==> config.mk <==
export PLATFORM = sky130hd
export DESIGN_NAME = ro_measure_ctrl
export DESIGN_NICKNAME = d
export VERILOG_FILES = /design/src/rtl/ro_measure_ctrl.sv
export SDC_FILE = /design/constraint.sdc
export NUM_CORES = 1
export LEC_CHECK = 0
export BUFFER_PORTS_ARGS = -buffer_cell sky130_fd_sc_hd__buf_2
export CORE_MARGIN = 2
export CORE_UTILIZATION = 35
export CTS_CLUSTER_SIZE = 25
export DETAILED_ROUTE_END_ITERATION = 12
export SLEW_MARGIN = 20
export SYNTH_ARGS = -nofsm -noshare
export SYNTH_HDL_FRONTEND = slang
export SYNTH_SLANG_ARGS = --single-unit
==> constraint.sdc <==
create_clock -name clk -period 4.6 [get_ports clk]
set_input_delay 0.92 -clock clk [delete_from_list [all_inputs] [get_ports clk]]
set_output_delay 0.92 -clock clk [all_outputs]
set_load 0.05 [all_outputs]
==> src/rtl/ro_measure_ctrl.sv <==
// rtl/ro_measure_ctrl.sv - ring oscillator measurement sequencer
// Enables one ring at a time, settles it, counts synchronised rising edges over a clk window.
module ro_measure_ctrl #(
    parameter int N_RO        = 8,
    parameter int CNT_W       = 16,
    parameter int WIN_W       = 16,
    parameter int SETTLE_CYC  = 4,
    parameter int SYNC_STAGES = 2,
    parameter int SEL_W       = $clog2(N_RO)
) (
    input  logic             clk,
    input  logic             rst_n,
    input  logic             start,
    input  logic [SEL_W-1:0] ro_sel,
    input  logic [WIN_W-1:0] win_len,
    input  logic [N_RO-1:0]  ro_in,
    output logic [N_RO-1:0]  ro_en,
    output logic             busy,
    output logic             done,
    output logic [CNT_W-1:0] count,
    output logic             overflow,
    output logic             sel_err
);

    localparam int SMALL_W = $clog2(SETTLE_CYC + SYNC_STAGES + 2);
    localparam int TMR_W   = (WIN_W > SMALL_W) ? WIN_W : SMALL_W;

    typedef enum logic [2:0] {
        S_IDLE,
        S_SETTLE,
        S_COUNT,
        S_STOP,
        S_DONE
    } state_t;

    state_t             state_q, state_d;
    logic [SEL_W-1:0]   sel_q, sel_d;
    logic [WIN_W-1:0]   win_q, win_d;
    logic [TMR_W-1:0]   tmr_q, tmr_d;
    logic [CNT_W-1:0]   cnt_q, cnt_d;
    logic               ovf_q, ovf_d;
    logic               serr_q, serr_d;
    logic [N_RO-1:0]    ro_en_q, ro_en_d;
    logic [SYNC_STAGES-1:0] sync_q;
    logic               edge_q;
    logic               ro_mux;
    logic               rise;

    // Ring mux sits ahead of the synchroniser so only one async net is sampled.
    always_comb begin
        ro_mux = 1'b0;
        for (int i = 0; i < N_RO; i++) begin
            if (sel_q == SEL_W'(i)) begin
                ro_mux = ro_in[i];
            end
        end
    end

    always_ff @(posedge clk or negedge rst_n) begin
        if (!rst_n) begin
            sync_q <= '0;
            edge_q <= 1'b0;
        end else begin
            sync_q <= {sync_q[SYNC_STAGES-2:0], ro_mux};
            edge_q <= sync_q[SYNC_STAGES-1];
        end
    end

    assign rise = sync_q[SYNC_STAGES-1] & ~edge_q;

    always_ff @(posedge clk or negedge rst_n) begin
        if (!rst_n) begin
            state_q <= S_IDLE;
            sel_q   <= '0;
            win_q   <= '0;
            tmr_q   <= '0;
            cnt_q   <= '0;
            ovf_q   <= 1'b0;
            serr_q  <= 1'b0;
            ro_en_q <= '0;
        end else begin
            state_q <= state_d;
            sel_q   <= sel_d;
            win_q   <= win_d;
            tmr_q   <= tmr_d;
            cnt_q   <= cnt_d;
            ovf_q   <= ovf_d;
            serr_q  <= serr_d;
            ro_en_q <= ro_en_d;
        end
    end

    always_comb begin
        state_d = state_q;
        sel_d   = sel_q;
        win_d   = win_q;
        tmr_d   = tmr_q;
        cnt_d   = cnt_q;
        ovf_d   = ovf_q;
        serr_d  = serr_q;
        ro_en_d = '0;

        case (state_q)
            S_IDLE: begin
                if (start) begin
                    sel_d  = ro_sel;
                    win_d  = win_len;
                    cnt_d  = '0;
                    ovf_d  = 1'b0;
                    serr_d = 1'b0;
                    if (32'(ro_sel) >= 32'(N_RO)) begin
                        serr_d  = 1'b1;
                        state_d = S_DONE;
                    end else if (win_len == '0) begin
                        state_d = S_DONE;
                    end else begin
                        tmr_d   = TMR_W'(SETTLE_CYC - 1);
                        state_d = S_SETTLE;
                    end
                end
            end
            S_SETTLE: begin
                if (tmr_q == '0) begin
                    tmr_d   = TMR_W'(win_q) - TMR_W'(1);
                    state_d = S_COUNT;
                end else begin
                    tmr_d = tmr_q - TMR_W'(1);
                end
            end
            S_COUNT: begin
                if (tmr_q == '0) begin
                    tmr_d   = TMR_W'(SYNC_STAGES);
                    state_d = S_STOP;
                end else begin
                    tmr_d = tmr_q - TMR_W'(1);
                end
            end
            S_STOP: begin
                if (tmr_q == '0) begin
                    state_d = S_DONE;
                end else begin
                    tmr_d = tmr_q - TMR_W'(1);
                end
            end
            S_DONE: begin
                state_d = S_IDLE;
            end
            default: begin
                state_d = S_IDLE;
            end
        endcase

        // STOP keeps counting so edges still in the synchroniser are not lost.
        if ((state_q == S_COUNT || state_q == S_STOP) && rise) begin
            if (cnt_q == {CNT_W{1'b1}}) begin
                ovf_d = 1'b1;
            end else begin
                cnt_d = cnt_q + CNT_W'(1);
            end
        end

        // Enable decoded from the next state and registered, so it never glitches.
        if (state_d == S_SETTLE || state_d == S_COUNT) begin
            for (int i = 0; i < N_RO; i++) begin
                if (sel_d == SEL_W'(i)) begin
                    ro_en_d[i] = 1'b1;
                end
            end
        end
    end

    assign ro_en    = ro_en_q;
    assign busy     = (state_q == S_SETTLE) || (state_q == S_COUNT) || (state_q == S_STOP);
    assign done     = (state_q == S_DONE);
    assign count    = cnt_q;
    assign overflow = ovf_q;
    assign sel_err  = serr_q;

endmodule

==> impl_results.md <==
- Status: finished, final reports clean
- Vias/cell: 5.562
- Area of the core: 10750 sq um
- Drt initial violations: 329
- Initial antenna violation count: 0
- Die area: 11750 sq um
- Synth Register Bits: 66
- CTS clk-pin slew, worst paths: 0.08 ns
- Postcts setup bufs: 0
- 1st-pass router iterations: 4
- Synth top area cells: dfrtp_1 43%, nand2_1 5.6%, nor3_1 3.8%
- Final ANT Viol Nets: 0
- GPL Wtd Cong: 0.8943
- Hold-fix buffers, CTS: 0
- Filler cell count: about 1100
- Max-slew headroom: 0.4840
- Largest net degree at the start of global routing: 36
- Setup CP Type: flop to output port
- Syn-to-layout area delta: 15.51%
- Congestion Overflow GR: 0
- Post-synth EDFFs: 0
- Power Dens Cells: 462.2 nW/um^2
- Nets: 508
- Syn Inst Count: approximately 430
- Residual DRC: 0
- Antenna diodes: 0
- Total power: ~2.0 mW
- Vias in the first global route: 3234
- Post-route minimum period: 3.213 ns
- Pleak: 1.915 nW
- Vias: 3443
- Wire length per cell: 16.16 microns
- Endpoints failing hold: 0
- Post-synthesis cell type count: 60
- Synth top area share: 0.4329
- Final Core Density: 0.4101
- CTS H-tree lvls: 3
- CTS root buffer: clkbuf_8
- Synthesized area: 3815 sq um
- HPWL Detailed: 7088 microns
- CTS buffer count: 9
- Initial core utilization: 0.3550
- VDD IR max: between 200 and 250 uV
- Final worst path period share: 0.6985
- Insertion delay to the later sink of the worst-skew pair: approximately 0.35 ns
- Total track usage: 0.1770
- Final Setup Violations: 0
- Fmax: 311.2 MHz
- Synth Area per Inst: 8.893 sq um
- Die Y: between 100 and 150 microns
- Final WL: 10000 microns
- Synth area leader: dfrtp_1
- Ratio of cells with drive above 1 in the final layout: 0.1942
- Unrepaired setup endpoints after global routing: false
- Port Buffers: 56
- Clock Skews: 0.01034 ns
- Maxcap violations: 0
- Global-route wire length before repair: roughly 16000 microns
- DP Worst Slack: 1.798 ns
- Sequential fraction of the synthesis area: 0.4329
- CTS Buffer Depth: 2
- TNS Setup: 0 ns
- Top FF cell, synth: dfrtp_1
- Yosys Warn Count: 0
- # resized after CTS: 0
- Final worst slack: 1.387 ns
- Pin slew with the least headroom to its limit: slightly below 0.8 ns
- Clk sink count: 66
- Critical path fanouts, max: 24
- Die width: around 110 microns
- Worst EP arrival: 2.29 ns
- Io pins: 58
- Synth Net Count: 463
- Worst min path class: flop to flop
- Max Slew Vio Count: 0
- Synth top cells by count: 66 x dfrtp_1, 57 x nand2_1, 30 x nor2_1, 29 x nor3_1, 20 x clkbuf_1
- Count leader, synth: dfrtp_1
- CTS tree: yes
- CP Capture Type: output port
- WP data required: 3.68 ns
- Cell Rows: 38
- Post-synthesis async set-or-reset flop share: 1.000
- CP Launch Type: flop
layout by cell type, fill, tap and decap left out, types with 3 or more instances in the layout:
master | synthesis | routed
dfrtp_1 | 66 | 66
nand2_1 | 57 | 57
buf_2 | 2 | 56
nor2_1 | 30 | 30
nor3_1 | 29 | 29
inv_1 | 18 | 18
nor4_1 | 17 | 15
o31ai_1 | 14 | 14
o21ai_0 | 13 | 13
nand3_1 | 13 | 13
xnor2_1 | 12 | 12
a21oi_1 | 11 | 11
clkbuf_8 | 0 | 11
o211ai_1 | 10 | 10
xor2_1 | 9 | 9
a211oi_1 | 9 | 9
or4_1 | 8 | 8
nor3b_1 | 7 | 7
or2_2 | 7 | 7
nand4_1 | 6 | 6
or3_1 | 5 | 5
and3_1 | 5 | 5
a31oi_1 | 4 | 4
o221ai_1 | 4 | 4
ha_1 | 4 | 4
buf_4 | 1 | 4
mux2i_1 | 3 | 3
and4_1 | 3 | 3
cell type report:
class	instances	area (sq um)	share of cell area
Clock buffer	12	155.1	0.03521
Clock inverter	4	50.05	0.01136
Inverter	18	67.56	0.01533
Multi-Input combinational cell	318	1986	0.4506
Sequential cell	66	1652	0.3748
Tap cell	140	175.2	0.03975
Timing Repair Buffer	61	321.6	0.07297
where the power goes:
part	switching (mW)	total (mW)	internal, mW
Sequential	0.177	0.896	0.719
Clock	0.229	0.508	0.279
Combinational	0.390	0.633	0.243
state kept, by name, summed over array words and instances, names as in the netlist:
register	count
tmr_q	16
sel_q	3
ro_en	8
state_q	3
win_q	16
edge_q	1
sync_q	2
overflow	1
count	16
stage by stage:
step / instance area (sq um) / instances / hold WS [ns]
after floorplan: 3815 / 429 / 0.3312
final: 4407 / 619 / 0.3627
after CTS: 4395 / 618 / 0.3708
after global placement: 4190 / 602 / 0.3437
after global routing: 4407 / 619 / 0.3739
after detailed placement: 4190 / 602 / 0.3379
worst max-delay path, cell delays in order (launching register included):
cell and delay, ns:
dfrtp_1 0.80, nor2_1 0.18, or2_2 0.51, inv_1 0.15, buf_2 0.28
logic make-up (layout without fill, tap and decap cells):
group                      count (synthesis)  count (layout)  share of synthesized area
DFF                                       66              66                     0.4329
and+or+nand+nor                          202             202                     0.2758
buffers and inverters                     45              95                    0.04985
adders and majority gates                  4               4                    0.01312
other                                      1               1                  0.0009830
muxes                                      6               6                    0.02263
xor gates and xnor gates                  21              21                    0.04821
AOI/OAI and AO/OA                         84              84                     0.1564
layer usage:
metal | track usage | share of wire
met1 | 0.2411 | 0.46
met2 | 0.2759 | 0.47
met3 | 0.04280 | 0.049
met4 | 0.05952 | 0.016
met5 | 0 | 0
path summary, 6_finish.rpt:
check | start | to | slack (ns) | cells past startpoint
max | state_q[1] | busy | 1.39 | 4
min | sync_q[0] | sync_q[1] | 0.36 | 0
max reg2reg | tmr_q[0] | tmr_q[1] | 1.79 | 8
min reg2reg | sync_q[0] | sync_q[1] | 0.36 | 0
max in group asynchronous | rst_n | count[12] | 3.02 | 2
min in group asynchronous | rst_n | tmr_q[15] | 0.64 | 1
Note: power is estimated with default switching activity, not from simulation.
